### src/rtl/regfile_wb_sched.sv
// Write-back scheduler and scoreboard for the Y86-64 register file: serializes
// dual results onto one registered write port and tracks pending writers per register.
module regfile_wb_sched #(
  parameter int NREG = 15,
  parameter int W    = 64,
  parameter int CW   = 2
) (
  input  logic            clk,
  input  logic            rst_n,
  input  logic            iss_valid,
  input  logic [3:0]      iss_dstE,
  input  logic [3:0]      iss_dstM,
  output logic            iss_ready,
  input  logic            wb_valid,
  input  logic [3:0]      wb_dstE,
  input  logic [3:0]      wb_dstM,
  input  logic [W-1:0]    wb_valE,
  input  logic [W-1:0]    wb_valM,
  output logic            wb_ready,
  output logic            rf_we,
  output logic [3:0]      rf_waddr,
  output logic [W-1:0]    rf_wdata,
  input  logic [3:0]      q_srcA,
  input  logic [3:0]      q_srcB,
  output logic            hazA,
  output logic            hazB,
  output logic [NREG-1:0] busy,
  output logic            err
);

  localparam logic [3:0]    RNONE = 4'hF;
  localparam logic [CW-1:0] CMAX  = {CW{1'b1}};
  localparam logic [CW-1:0] CONE  = {{(CW-1){1'b0}}, 1'b1};

  typedef enum logic {S_IDLE, S_SECOND} state_e;

  state_e          state_q, state_d;
  logic [CW-1:0]   cnt_q [NREG];
  logic [CW-1:0]   cnt_d [NREG];
  logic            err_q, err_d;
  logic            rf_we_q, rf_we_d;
  logic [3:0]      rf_waddr_q, rf_waddr_d;
  logic [W-1:0]    rf_wdata_q, rf_wdata_d;
  logic            iss_e_v, iss_m_v, wb_e_v, wb_m_v;
  logic            iss_block, iss_fire;
  logic [NREG-1:0] hit_v, dec_v;

  function automatic logic is_real(input logic [3:0] d);
    return (d != RNONE) && (int'(d) < NREG);
  endfunction

  // E==M collapses to a single M write, so E only counts when it differs from M
  assign iss_e_v  = is_real(iss_dstE) && (iss_dstE != iss_dstM);
  assign iss_m_v  = is_real(iss_dstM);
  assign wb_e_v   = is_real(wb_dstE) && (wb_dstE != wb_dstM);
  assign wb_m_v   = is_real(wb_dstM);

  assign iss_ready = rst_n && !iss_block;
  assign iss_fire  = iss_valid && iss_ready;

  always_comb begin
    iss_block = 1'b0;
    hazA      = 1'b0;
    hazB      = 1'b0;
    busy      = '0;
    hit_v     = '0;
    dec_v     = '0;
    for (int i = 0; i < NREG; i++) begin
      busy[i]  = (cnt_q[i] != '0);
      hit_v[i] = (iss_e_v && (iss_dstE == 4'(i))) || (iss_m_v && (iss_dstM == 4'(i)));
      dec_v[i] = rf_we_q && (rf_waddr_q == 4'(i));
      if (hit_v[i] && (cnt_q[i] == CMAX) && !dec_v[i]) iss_block = 1'b1;
      if (q_srcA == 4'(i)) hazA = busy[i];
      if (q_srcB == 4'(i)) hazB = busy[i];
    end
  end

  // Underflowing commits are dropped from the count but flagged
  always_comb begin
    err_d = err_q;
    for (int i = 0; i < NREG; i++) begin
      cnt_d[i] = cnt_q[i];
      if (dec_v[i] && (cnt_q[i] == '0)) begin
        err_d = 1'b1;
        if (iss_fire && hit_v[i]) cnt_d[i] = cnt_q[i] + CONE;
      end else if (iss_fire && hit_v[i] && !dec_v[i]) begin
        cnt_d[i] = cnt_q[i] + CONE;
      end else if (dec_v[i] && !(iss_fire && hit_v[i])) begin
        cnt_d[i] = cnt_q[i] - CONE;
      end
    end
  end

  always_comb begin
    state_d    = state_q;
    wb_ready   = 1'b0;
    rf_we_d    = 1'b0;
    rf_waddr_d = RNONE;
    rf_wdata_d = '0;
    if (rst_n) begin
      case (state_q)
        S_IDLE: begin
          wb_ready = 1'b1;
          if (wb_valid) begin
            if (wb_e_v && wb_m_v) begin
              wb_ready   = 1'b0;
              rf_we_d    = 1'b1;
              rf_waddr_d = wb_dstE;
              rf_wdata_d = wb_valE;
              state_d    = S_SECOND;
            end else if (wb_m_v) begin
              rf_we_d    = 1'b1;
              rf_waddr_d = wb_dstM;
              rf_wdata_d = wb_valM;
            end else if (wb_e_v) begin
              rf_we_d    = 1'b1;
              rf_waddr_d = wb_dstE;
              rf_wdata_d = wb_valE;
            end
          end
        end
        S_SECOND: begin
          wb_ready   = 1'b1;
          rf_we_d    = 1'b1;
          rf_waddr_d = wb_dstM;
          rf_wdata_d = wb_valM;
          state_d    = S_IDLE;
        end
        default: state_d = S_IDLE;
      endcase
    end
  end

  always_ff @(posedge clk) begin
    if (!rst_n) begin
      state_q    <= S_IDLE;
      rf_we_q    <= 1'b0;
      rf_waddr_q <= RNONE;
      rf_wdata_q <= '0;
      err_q      <= 1'b0;
      for (int i = 0; i < NREG; i++) cnt_q[i] <= '0;
    end else begin
      state_q    <= state_d;
      rf_we_q    <= rf_we_d;
      rf_waddr_q <= rf_waddr_d;
      rf_wdata_q <= rf_wdata_d;
      err_q      <= err_d;
      for (int i = 0; i < NREG; i++) cnt_q[i] <= cnt_d[i];
    end
  end

  assign rf_we    = rf_we_q;
  assign rf_waddr = rf_waddr_q;
  assign rf_wdata = rf_wdata_q;
  assign err      = err_q;

endmodule
### config.mk
export PLATFORM = sky130hd
export DESIGN_NAME = regfile_wb_sched
export DESIGN_NICKNAME = d
export VERILOG_FILES = /design/src/rtl/regfile_wb_sched.sv
export SDC_FILE = /design/constraint.sdc
export NUM_CORES = 1
export LEC_CHECK = 0
export ABC_CLOCK_PERIOD_IN_PS = 5600
export CAP_MARGIN = 20
export CORE_MARGIN = 10
export CORE_UTILIZATION = 34
export CTS_CLUSTER_SIZE = 30
export DETAILED_ROUTE_END_ITERATION = 10
export GPL_ROUTABILITY_DRIVEN = 0
export PLACE_DENSITY = 0.66
export RECOVER_POWER = 100
export SLEW_MARGIN = 10
export SYNTH_ARGS = -nofsm -noshare
export SYNTH_HDL_FRONTEND = slang
export SYNTH_SLANG_ARGS = --single-unit
### constraint.sdc
create_clock -name clk -period 5.6 [get_ports clk]
set_input_delay 1.12 -clock clk [delete_from_list [all_inputs] [get_ports clk]]
set_output_delay 1.12 -clock clk [all_outputs]
set_load 0.005 [all_outputs]
==> Word level (Yosys, flattened, before mapping) <==
Memories as Yosys holds them, arrays and structs flattened.
Cells that the tools add are included.
{ "totals": {"ff_bits": 71, "latchBits": 0, "mem_bits_rw": 30, "rom_bits": 0, "input_bits": 156, "output_inout_bits": 89, "elab_cells": 532, "n_memories": 1} }
{ "op_classes": {"addsub": 30, "mul": 0, "n_div": 0, "magnitude_cmp": 4, "eq_ne": 91, "shift": 0, "muxes": 159, "bitwise": 16, "n_reduce_logical": 226} }
{ "mem_list": {"columns": ["name", "words", "width", "read_ports", "rd_ports_with_merged_regs", "write_ports", "line_no", "text"], "rows": [
  ["cnt_q", 15, 2, 15, 0, 15, "38", "logic [CW-1:0] cnt_q [NREG];"]
]} }
{ "ops": {"columns": ["operator", "count"], "rows": [
  ["$mux W64", 4],
  ["$mux W2", 75],
  ["$logic_and A1 B1 Y1", 144],
  ["$eq A4 B4 Y1 const B", 35],
  ["$pmux W64 S2", 1],
  ["$eq A4 B3 Y1 const B", 20],
  ["$mux W1", 71],
  ["$eq A4 B2 Y1 const B", 10],
  ["$logic_not A1 Y1", 31],
  ["$add A2 B1 Y2 const B", 15],
  ["$eq A2 B2 Y1 const B", 15],
  ["$logic_not A2 Y1", 15],
  ["$reduce_bool A2 Y1", 15],
  ["$sub A2 B1 Y2 const B", 15],
  ["$eq A4 B1 Y1 const B", 5],
  ["$logic_not A4 Y1", 5],
  ["$lt A4 B4 Y1 const B", 4],
  ["$mux W4", 4],
  ["$ne A4 B4 Y1 const B", 4],
  ["$logic_or A1 B1 Y1", 15],
  ["$or A1 B1 Y1", 15],
  ["$reduce_bool A15 Y1", 1],
  ["$ne A4 B4 Y1", 2],
  ["$pmux W4 S2", 1],
  ["2 further kinds", 4]
]} }

==> Longest topological paths before layout <==
Gate-level depths: netlist (run 1).
{ "logic_depth": {"word_depth": 32, "mapped_depth": 12, "ltp_nobuf": 9} }

==> Worst setup path before layout (run 1) <==
OpenSTA, ideal clock, no wires.
{ "synth_path": {"path_type": "in2out", "from": "in iss_dstM[1]", "to": "out iss_ready", "t_arrival_ps": 2835, "required_ps": 4480, "setup_slack_ps": 1645, "cell_stages": 9, "path_buffers": 3, "path_cell_list": "buf_2 -> xor2_2 -> nor4_4 -> nor3_1 -> a311oi_1 -> and3_1 -> buf_2 -> buf_6 -> and3_1"} }
{ "synth_via": {"elab_chain_cells": 23, "elab_cells_between_ends": 112, "classes_between": "order compare (1); eq/ne (16); mux (15); reduce/logical (80)"} }
{ "synth_lines": {"columns": ["element", "line_no", "text"], "rows": [
  ["from (decl)", "12", "input logic [3:0] iss_dstM,"],
  ["$lt A4 B4 Y1 (tied with other cells)", "49", "return (d != RNONE) && (int'(d) < NREG);"],
  ["$logic_and A1 B1 Y1 (on tied branches)", "49, 53", null],
  ["$logic_and A1 B1 Y1", "70", "hit_v[i] = (iss_e_v && (iss_dstE == 4'(i))) || (iss_m_v && (iss_dstM == 4'(i)));"],
  ["$logic_or A1 B1 Y1", "70", null],
  ["$logic_and A1 B1 Y1 (2 in series)", "72", "if (hit_v[i] && (cnt_q[i] == CMAX) && !dec_v[i]) iss_block = 1'b1;"],
  ["$mux W1 (14 in series)", "72", null],
  ["$mux W1 *", "72", null],
  ["$logic_not A1 Y1 *", "58", "assign iss_ready = rst_n && !iss_block;"],
  ["$logic_and A1 B1 Y1 *", "58", null],
  ["to (decl)", "13", "output logic iss_ready,"]
]} }
Every way passes the cells marked *; elsewhere a longest branch is shown, timed or not.

==> Final worst setup path (run 1) <==
{ "layout_path": {"from": "in iss_dstE[0]", "to": "out iss_ready"} }
{ "layout_via": {"elab_chain_cells": 24, "elab_cells_between_ends": 97, "classes_between": "order compare (1); eq/ne (16); mux (15); reduce/logical (65)"} }
{ "layout_lines": {"columns": ["element", "line_no", "text"], "rows": [
  ["from (decl)", "11", "input logic [3:0] iss_dstE,"],
  ["$lt A4 B4 Y1 / $ne A4 B4 Y1 (equally long branches)", "49", null],
  ["$logic_and A1 B1 Y1", "49", null],
  ["$logic_and A1 B1 Y1", "53", "assign iss_e_v = is_real(iss_dstE) && (iss_dstE != iss_dstM);"],
  ["$logic_and A1 B1 Y1", "70", null],
  ["$logic_or A1 B1 Y1", "70", null],
  ["$logic_and A1 B1 Y1 (2 in series)", "72", null],
  ["$mux W1 (14 in series)", "72", null],
  ["$mux W1 *", "72", null],
  ["$logic_not A1 Y1 *", "58", null],
  ["$logic_and A1 B1 Y1 *", "58", null]
]} }
Marks and branches as above.

==> results.yml, run 1 <==
route:
  met2_length_um: 10800
  avgViaCountPerCell: 5.35
  detailroute.via_count: 6154
  met3_wire_length_um: 2330
  met1Wirelength_um: 8140
  drt.antenna.violating_nets: 0
  drt-wirelength-per-cell_um: 19.1
  dr.pass1.iters: 5
  post-route-drc-count: 0
  wl_um: 22000
  topRoutingLayerUsed: "met4"
  dr.first_iter.drc_count: 412
status:
  violations_in_the_final_reports: "capacitance limit, slew limit"
  outcome: "finished with violations"
grt:
  gr-usage-all-layers_pct: 17.8
  globalRouteOverflowTotal: 0
  antenna_found_initial: 0
  grt_pass1_wl_um: 34100
  first_global_vias: 6170
  grt_start_max_net_pins: 65
timing:
  slew_violations: 38
  timing.clock.skew_ns: 0.0130
  finalCritPeriodShare_pct: 91.0
  hold_viol_final: 0
  layout_min_cycle_time_ns: 5.10
  timing.final.setup_violations: 0
  max_slew.worst_pin.slew_ns: 1.67
  fmax_mhz: 196
  unrepaired_setup_endpoints_after_global_routing: "false"
  setup_tns_ns: 0
  maxSlewHeadroom_pct: -11.5
yosys:
  syn_area_sq_mm: 0.00607
  synth_edf_count: 0
  yosysSeqAreaShare_pct: 33.3
  syn_avg_cell_area_sq_um: 8.59
  netlist_instances: 706
  synthesis.nets: 892
  yosysWarnings: 0
  ys_async_sr_fraction_pct: 0
  synthFlopType: "sky130_fd_sc_hd__dfxtp_1"
  number_of_flip_flops_and_latches_in_the_synthesized_netlist: 101
  post_synth_num_cell_types: 64
layout:
  final_layout_size_suffix_gt1_share_pct: 4.75
  number_of_antenna_cells_inserted: 0
  final_common_cell: "sky130_fd_sc_hd__clkdlybuf4s50_1"
  mostFrequentLayoutCells: "152 x sky130_fd_sc_hd__clkdlybuf4s50_1, 101 x sky130_fd_sc_hd__dfxtp_1, 93 x sky130_fd_sc_hd__nor2_1"
  area_growth_pct: 46.6
  stdcell_count: 1151
  fraction_of_the_core_area_covered_by_cells_at_the_end_of_the_flow_pct: 51.1
  layout.nets: 1107
power:
  total_switching_power_uw: 563
  p_per_area_mw_per_mm2: 216
  intPower_uw: 1360
  peakVddDrop_v: 0.000145
  power_switching_share_pct: 29.4
  p_clk_share_pct: 32.7
  total_leakage_power_uw: 0.00363
  power.share.combinational_pct: 26.2
  p_seq_share_pct: 41.1
worst_setup_path:
  crit_path_max_delay_family: "buffers and inverters"
  criticalPathCategory: "in -> out"
  crit_path_top_delay_cell: "sky130_fd_sc_hd__dlygate4sd3_1"
  worst_setup_path_end_kind: "output port"
  cp_cell_sequence: "dlygate4sd3_1 > xor2_1 > o311ai_2 > a21oi_1 > nor4_1 > and3_1 > and3_1 > dlygate4sd3_1"
  critical_path_required_ns: 4.48
  startpoint_type: "primary input"
  cp_num_buf_inv: 2
  critPathMaxFanout: 13
  arrival_ns: 3.98
  critPathMaxStageDelay_ns: 0.80
clocking:
  cts_resizes: 0
  cts.htree.levels: 3
  ctsHoldBuffers: 0
  clk_pin_slew_worst_paths_ns: 0.07
  cts-root-buf: "sky130_fd_sc_hd__clkbuf_16"
  cts_buffers: 9
  cts_buffer_depth: 2
  post-cts-setup-buffer-count: 0
  cts_tree: "yes"
  clock_sinks: 101
  clk-insertion-delay-late_ns: 0.35
floorplan:
  coreArea_sq_mm: 0.0174
  std_cell_rows: 48
  dieWidth_um: 154
  pin_count: 245
  die-height_um: 154
  initial_utilization_pct: 34.8
  floorplan.die_area_sq_mm: 0.0236
placement:
  placement.io_buffers: 244
  dpl.cell_count: 1135
  place_hpwl_um: 17400
worst_hold_path:
  timing.hold.worst.class: "reg -> reg"
flow_run:
  max_cap_viol_count: 1
-- per-stage QoR --
| stage | power [uW] | cell area [sq um] | hold WS, ns | worst slack [ns] |
|---|---|---|---|---|
| final | 1920 | 8890 | 0.493 | 0.503 |
| after global routing | 2020 | 8890 | 0.531 | 0.312 |
| after CTS | 1970 | 8930 | 0.496 | 0.645 |
| after detailed placement | 1330 | 8640 | 0.485 | 0.671 |
| after global placement | 1330 | 8640 | 0.482 | 0.685 |
| after floorplan | 1050 | 6070 | 0.465 | 1.65 |
-- area by class of cell --
| type | instances | area [sq um] |
|---|---|---|
| Fill cell | 1652 | 8520 |
| Multi-Input combinational cell | 502 | 3600 |
| Timing Repair Buffer | 252 | 2490 |
| Sequential cell | 101 | 2020 |
| Tap cell | 225 | 282 |
| Clock buffer | 10 | 239 |
| Inverter | 55 | 206 |
| Clock inverter | 6 | 55.1 |
-- state kept, by name, summed over array words and instances (netlist names) --
| signal | cells |
|---|---|
| cnt_q | 30 |
| err | 1 |
| rf_waddr | 4 |
| rf_wdata | 64 |
| rf_we | 1 |
| state_q | 1 |
-- logic make-up (layout without fill, tap and decap cells) --
group	count (synthesis)	in the layout	synth area share (%)
compound gates	166	166	20.3
mux	22	22	5.38
fa+ha+maj	34	34	6.89
xor+xnor	31	31	6.19
flops	101	101	33.3
buf+inv	103	323	7.07
simple gates	249	249	20.8
-- power by group through the flow --
| stage | clock, uW | sequential, uW | combinational [uW] |
|---|---|---|---|
| 2_1_floorplan | 0 | 803 | 243 |
| 3_3_place_gp | 0 | 806 | 524 |
| 3_5_place_dp | 0 | 807 | 527 |
| 4_1_cts | 646 | 790 | 530 |
| 5_1_grt | 672 | 795 | 550 |
| 6_report | 628 | 788 | 502 |
-- final timing paths --
check / startpoint / endpoint / slack, ns / cells after the start
hold / removal: cnt_q[1][3] / cnt_q[1][3] / 0.49 / 2
setup / recovery: iss_dstE[0] / iss_ready / 0.50 / 8
hold reg to reg: cnt_q[1][3] / cnt_q[1][3] / 0.49 / 2
setup reg to reg: rf_waddr[0] / cnt_q[0][12] / 1.86 / 9
-- tightest hold or removal path, stage by stage, from the launching register on --
cell and delay [ns]:
sky130_fd_sc_hd__dfxtp_1 0.33, sky130_fd_sc_hd__nand3_1 0.06, sky130_fd_sc_hd__a21oi_1 0.06
-- cells in the mapped netlist, types with 3 or more instances --
| cell type | count | area, sq um |
|---|---|---|
| sky130_fd_sc_hd__nor2b_1 | 6 | 37.5 |
| sky130_fd_sc_hd__dfxtp_1 | 101 | 2020 |
| sky130_fd_sc_hd__clkbuf_1 | 32 | 120 |
| sky130_fd_sc_hd__xnor3_1 | 7 | 158 |
| sky130_fd_sc_hd__and3_1 | 7 | 43.8 |
| sky130_fd_sc_hd__nand2b_1 | 7 | 43.8 |
| sky130_fd_sc_hd__mux2_2 | 5 | 56.3 |
| sky130_fd_sc_hd__o2111ai_1 | 5 | 43.8 |
| sky130_fd_sc_hd__xor2_1 | 7 | 61.3 |
| sky130_fd_sc_hd__mux4_2 | 8 | 180 |
| sky130_fd_sc_hd__xnor2_1 | 16 | 140 |
| sky130_fd_sc_hd__o211ai_1 | 14 | 105 |
| sky130_fd_sc_hd__nor3_1 | 18 | 90.1 |
| sky130_fd_sc_hd__and2_1 | 5 | 31.3 |
| sky130_fd_sc_hd__buf_2 | 10 | 50.1 |
| sky130_fd_sc_hd__nand3b_1 | 7 | 52.6 |
| sky130_fd_sc_hd__ha_1 | 30 | 375 |
| sky130_fd_sc_hd__nand4_1 | 8 | 50.1 |
| sky130_fd_sc_hd__o32ai_1 | 3 | 26.3 |
| sky130_fd_sc_hd__or4_1 | 4 | 30.0 |
| sky130_fd_sc_hd__o22ai_1 | 10 | 62.6 |
| sky130_fd_sc_hd__nand3_2 | 3 | 30.0 |
| sky130_fd_sc_hd__a21oi_1 | 6 | 30.0 |
| sky130_fd_sc_hd__a41oi_1 | 10 | 87.6 |
| sky130_fd_sc_hd__a22oi_1 | 67 | 503 |
| sky130_fd_sc_hd__nor2_1 | 93 | 349 |
| sky130_fd_sc_hd__o31ai_1 | 5 | 37.5 |
| sky130_fd_sc_hd__o21ai_0 | 17 | 85.1 |
| sky130_fd_sc_hd__mux2i_1 | 9 | 90.1 |
| sky130_fd_sc_hd__nand2_1 | 27 | 101 |
| sky130_fd_sc_hd__buf_6 | 3 | 33.8 |
| sky130_fd_sc_hd__nand3_1 | 25 | 125 |
| sky130_fd_sc_hd__inv_1 | 54 | 203 |
| sky130_fd_sc_hd__a211oi_1 | 10 | 75.1 |
| sky130_fd_sc_hd__or3_1 | 26 | 163 |
-- routing by layer --
layer  track usage, %  vias up
met1             19.2     2828
met3             7.25       53
met4             6.75        0
met5                0        -
met2             30.6      275
li1                 -     2998
Note: power is estimated with default switching activity, not from simulation.
==> run 2: changes to the inputs <==
--- a/config.mk
+++ b/config.mk
@@ -9,3 +9,3 @@
 export CAP_MARGIN = 20
-export CORE_MARGIN = 10
+export CORE_MARGIN = 2
 export CORE_UTILIZATION = 34
==> constraint.sdc (replaced) <==
create_clock -name clk -period 5.6 [get_ports clk]
set_input_delay 1.4 -clock clk [delete_from_list [all_inputs] [get_ports clk]]
set_output_delay 1.4 -clock clk [all_outputs]
set_load 0.005 [all_outputs]
==> results.yml, run 2 (synthesized netlist as in run 1, its figures left out) <==
power:
  p_per_area_mw_per_mm2: 215
  post-layout-total-power_uw: 1930
  total_leakage_power_uw: 0.00365
  peakVddDrop_v: 0.000136
floorplan:
  dieWidth_um: 138
  initial_utilization_pct: 35.0
  pin_count: 245
  die-height_um: 138
  coreArea_sq_mm: 0.0174
  std_cell_rows: 48
  floorplan.die_area_sq_mm: 0.0189
clocking:
  cts_buffers: 9
  cts_buffer_depth: 2
  cts.htree.levels: 3
  post-cts-setup-buffer-count: 0
  clock_sinks: 101
  cts_tree: "yes"
  cts-root-buf: "sky130_fd_sc_hd__clkbuf_16"
  clk_pin_slew_worst_paths_ns: 0.07
  cts_resizes: 0
  clk-insertion-delay-late_ns: 0.36
  ctsHoldBuffers: 0
timing:
  finalWorstSetupSlack_ns: 0.208
  timing.final.setup_violations: 0
  layout_min_cycle_time_ns: 5.39
  fmax_mhz: 185
  timing.clock.skew_ns: 0.0126
  slew_violations: 100
  maxSlewHeadroom_pct: -38.5
  finalCritPeriodShare_pct: 96.3
  setup_tns_ns: 0
  unrepaired_setup_endpoints_after_global_routing: "false"
  max_slew.worst_pin.slew_ns: 2.08
  hold_viol_final: 0
layout:
  fraction_of_the_core_area_covered_by_cells_at_the_end_of_the_flow_pct: 51.6
  largest_reg_flops: 64
  multi_input_comb_area_sq_mm: 0.00362
  mostFrequentLayoutCells: "156 x sky130_fd_sc_hd__clkdlybuf4s50_1, 101 x sky130_fd_sc_hd__dfxtp_1, 93 x sky130_fd_sc_hd__nor2_1"
  final_common_cell: "sky130_fd_sc_hd__clkdlybuf4s50_1"
  area_growth_pct: 47.7
  layout.nets: 1112
  stdcell_count: 1157
  seq_area_sq_mm: 0.00202
  n_fill_cell: 1641
  final_layout_size_suffix_gt1_share_pct: 6.02
placement:
  dpl.cell_count: 1140
  place_hpwl_um: 15800
  pre_cts_ws_ns: 0.265
  placement.io_buffers: 244
route:
  post-route-drc-count: 0
  drt.antenna.violating_nets: 0
  avgViaCountPerCell: 5.36
  detailroute.via_count: 6206
  dr.first_iter.drc_count: 441
  dr.pass1.iters: 6
  wl_um: 20800
  drt-wirelength-per-cell_um: 18.0
worst_setup_path:
  worst_setup_path_end_kind: "output port"
  startpoint_type: "primary input"
  regToRegSetupSlack_ns: 1.96
  reg2reg_depth: 9
  critPathMaxFanout: 5
  timing.rr.start: "rf_waddr[0]"
  critical_path_required_ns: 4.20
  rr_endpoint: "cnt_q[0][7]"
  arrival_ns: 3.99
  criticalPathCategory: "in -> out"
grt:
  gr-usage-all-layers_pct: 22.0
  grt_pass1_wl_um: 31800
  first_global_vias: 5947
  grt_start_max_net_pins: 100
  globalRouteOverflowTotal: 0
  antenna_found_initial: 2
status:
  outcome: "finished with violations"
  violations_in_the_final_reports: "capacitance limit, slew limit"
worst_hold_path:
  timing.hold.worst.class: "reg -> reg"
  min_from: "cnt_q[1][3]"
  hold_depth: 2
  min_to: "cnt_q[1][3]"
flow_run:
  max_cap_viol_count: 1
==> run 2: layer usage <==
layer | vias to the layer above | global-route usage, % | wire length, um
li1 | 3015 | - | -
met1 | 2871 | 25.8 | 7980
met2 | 283 | 36.7 | 10300
met3 | 37 | 7.06 | 1930
met4 | 0 | 9.39 | 582
met5 | - | 0 | 0
==> run 2: final cells by class <==
type	instances	share of cell area [%]
clock buffer	10	2.56
sequential	101	22.6
tap	225	3.14
clock inverter	6	0.712
timing repair buffer	257	28.2
inverter	55	2.32
antenna	1	0.0279
multi-input combinational	502	40.4
==> run 2: power breakdown <==
group | internal (uW) | switching (uW) | total [uW]
clock network | 316 | 314 | 629
logic | 273 | 235 | 508
registers | 765 | 24.1 | 789
total | 1350 | 573 | 1930
==> run 2: critical path: stages <==
cell,delay [ns]
sky130_fd_sc_hd__dlygate4sd3_1,0.69
sky130_fd_sc_hd__mux4_2,0.54
sky130_fd_sc_hd__mux4_2,0.48
sky130_fd_sc_hd__a41oi_1,0.17
sky130_fd_sc_hd__o221a_2,0.20
sky130_fd_sc_hd__clkdlybuf4s50_1,0.50
==> run 2: through the flow <==
stage	area, sq um	hold slack [ns]
6_report	8960	0.501
5_1_grt	8960	0.527
4_1_cts	8970	0.498
3_5_place_dp	8680	0.488
3_3_place_gp	8680	0.488
2_1_floorplan	6070	0.465
==> run 2: worst max-delay path by stage <==
stage,startpoint,endpoint,depth (start not counted)
final,q_srcB[0],hazB,6
after global routing,q_srcB[0],hazB,6
after CTS,q_srcB[0],hazB,6
after detailed placement,q_srcB[0],hazB,6
after global placement,q_srcB[0],hazB,6
after floorplan,iss_dstM[1],iss_ready,9
==> run 3: changes to the inputs <==
- ABC_AREA: unset -> 0
- PLACE_DENSITY: 0.66 -> 0.62
==> results.yml, run 3 (synthesized netlist as in run 1, its figures left out) <==
status:
  outcome: "finished with violations"
  violations_in_the_final_reports: "capacitance limit, slew limit"
timing:
  layout_min_cycle_time_ns: 5.37
  slew_violations: 100
  fmax_mhz: 186
  timing.clock.skew_ns: 0.00894
  unrepaired_setup_endpoints_after_global_routing: "false"
  maxSlewHeadroom_pct: -38.9
  timing.final.setup_violations: 0
  hold_viol_final: 0
  max_slew.worst_pin.slew_ns: 2.08
  setup_tns_ns: 0
  finalCritPeriodShare_pct: 95.9
placement:
  placement.io_buffers: 244
  place_hpwl_um: 15900
route:
  wl_um: 20800
  post-route-drc-count: 0
  drt.antenna.violating_nets: 0
  dr.first_iter.drc_count: 548
  dr.pass1.iters: 5
  avgViaCountPerCell: 5.36
  detailroute.via_count: 6202
  drt-wirelength-per-cell_um: 18.0
layout:
  fraction_of_the_core_area_covered_by_cells_at_the_end_of_the_flow_pct: 51.6
  largest_reg_flops: 64
  mostFrequentLayoutCells: "156 x sky130_fd_sc_hd__clkdlybuf4s50_1, 101 x sky130_fd_sc_hd__dfxtp_1, 93 x sky130_fd_sc_hd__nor2_1"
  final_layout_size_suffix_gt1_share_pct: 6.00
  n_fill_cell: 1690
  area_growth_pct: 47.7
  number_of_antenna_cells_inserted: 0
  final_common_cell: "sky130_fd_sc_hd__clkdlybuf4s50_1"
  layout.nets: 1114
worst_setup_path:
  critPathMaxStageDelay_ns: 0.62
  criticalPathCategory: "in -> out"
  cp_num_buf_inv: 2
  worst_setup_path_end_kind: "output port"
  critPathMaxFanout: 5
  regToRegSetupSlack_ns: 1.90
  critical_path_required_ns: 4.20
  cp_num_cells: 6
  arrival_ns: 3.97
  startpoint_type: "primary input"
  cp_cell_sequence: "clkdlybuf4s50_1 > mux4_2 > mux4_2 > a41oi_1 > o221a_2 > clkdlybuf4s50_1"
  rr_endpoint: "cnt_q[1][13]"
  crit_path_top_delay_cell: "sky130_fd_sc_hd__clkdlybuf4s50_1"
  timing.rr.start: "rf_waddr[0]"
  crit_path_max_delay_family: "buffers and inverters"
  reg2reg_depth: 9
clocking:
  clk-insertion-delay-late_ns: 0.35
  cts_buffer_depth: 2
  cts_buffers: 9
  cts-root-buf: "sky130_fd_sc_hd__clkbuf_16"
  ctsHoldBuffers: 0
  clk_pin_slew_worst_paths_ns: 0.07
  cts.htree.levels: 3
  post-cts-setup-buffer-count: 0
  clock_sinks: 101
  cts_tree: "yes"
  cts_resizes: 0
worst_hold_path:
  min_from: "cnt_q[1][3]"
  hold_depth: 2
  timing.hold.worst.class: "reg -> reg"
  min_to: "cnt_q[1][3]"
power:
  p_per_area_mw_per_mm2: 216
  total_leakage_power_uw: 0.00367
  peakVddDrop_v: 0.000142
grt:
  grt_start_max_net_pins: 100
  globalRouteOverflowTotal: 0
  gr-usage-all-layers_pct: 22.0
  grt_pass1_wl_um: 31900
  first_global_vias: 5938
  antenna_found_initial: 0
floorplan:
  die-height_um: 138
  initial_utilization_pct: 35.0
  std_cell_rows: 48
  pin_count: 245
  floorplan.die_area_sq_mm: 0.0189
  dieWidth_um: 138
  coreArea_sq_mm: 0.0174
flow_run:
  max_cap_viol_count: 1
run 3: cell count changes in the layout (fill, tap and decap cells not counted):
cell	delta
sky130_fd_sc_hd__clkbuf_1	-1
sky130_fd_sc_hd__diode_2	-1
sky130_fd_sc_hd__buf_4	+2
sky130_fd_sc_hd__inv_1	+1
sky130_fd_sc_hd__clkinvlp_4	+1
sky130_fd_sc_hd__nand3_2	-2
sky130_fd_sc_hd__nand3_1	+2
sky130_fd_sc_hd__clkinvlp_2	-1
sky130_fd_sc_hd__clkbuf_8	+1
sky130_fd_sc_hd__clkinv_8	-1
sky130_fd_sc_hd__inv_6	-1
sky130_fd_sc_hd__clkinv_4	+1
run 3: final cells by class:
type | count | area [sq um] | area share (%)
multi-input cells | 502 | 3610 | 40.3
inverters | 55 | 206 | 2.30
flip-flops and latches | 101 | 2020 | 22.6
repair buffers | 259 | 2540 | 28.4
well taps | 225 | 282 | 3.14
clock buffers | 10 | 239 | 2.67
clock inverters | 6 | 55.1 | 0.614
run 3: how the worst max path moves through the flow:
stage / to / from / slack, ns
3_5_place_dp: hazB / q_srcB[0] / 0.24
2_1_floorplan: iss_ready / iss_dstM[1] / 1.09
6_report: hazB / q_srcB[0] / 0.23
4_1_cts: hazB / q_srcB[0] / 0.23
3_3_place_gp: hazB / q_srcB[0] / 0.26
5_1_grt: iss_ready / iss_dstM[2] / 0.09
run 3: per-layer routing:
metal  up-vias  global-route usage (%)  part of all wire [%]
met5         -                       0                     0
met4         0                    7.16                   2.1
met3        32                    6.77                   8.3
met2       246                    36.6                    49
met1      2916                    26.9                    40
li1       3008                       -                     -
run 3: stage by stage:
| stage | std cells | hold WS [ns] | power, uW | setup WS, ns | area (sq um) |
|---|---|---|---|---|---|
| after floorplan | 706 | 0.465 | 1050 | 1.09 | 6070 |
| after global placement | 1142 | 0.493 | 1340 | 0.259 | 8690 |
| after detailed placement | 1142 | 0.496 | 1340 | 0.236 | 8690 |
| after CTS | 1158 | 0.506 | 1980 | 0.228 | 8990 |
| after global routing | 1158 | 0.535 | 2040 | 0.0904 | 8960 |
| final | 1158 | 0.512 | 1940 | 0.229 | 8960 |
run 3: worst register-to-register path, delay by kind of cell, from the launching register on:
kind	cells	cell delay, ns
AO/OA/AOI/OAI	4	0.99
AND/OR/NAND/NOR	4	1.59
flip-flops	1	0.70
buffers and inverters	1	0.32
run 3: where the power goes:
part,internal (uW),total (uW),switching (uW)
Clock,323,636,312
Combinational,275,510,235
Sequential,765,790,24.7
Total,1360,1940,572
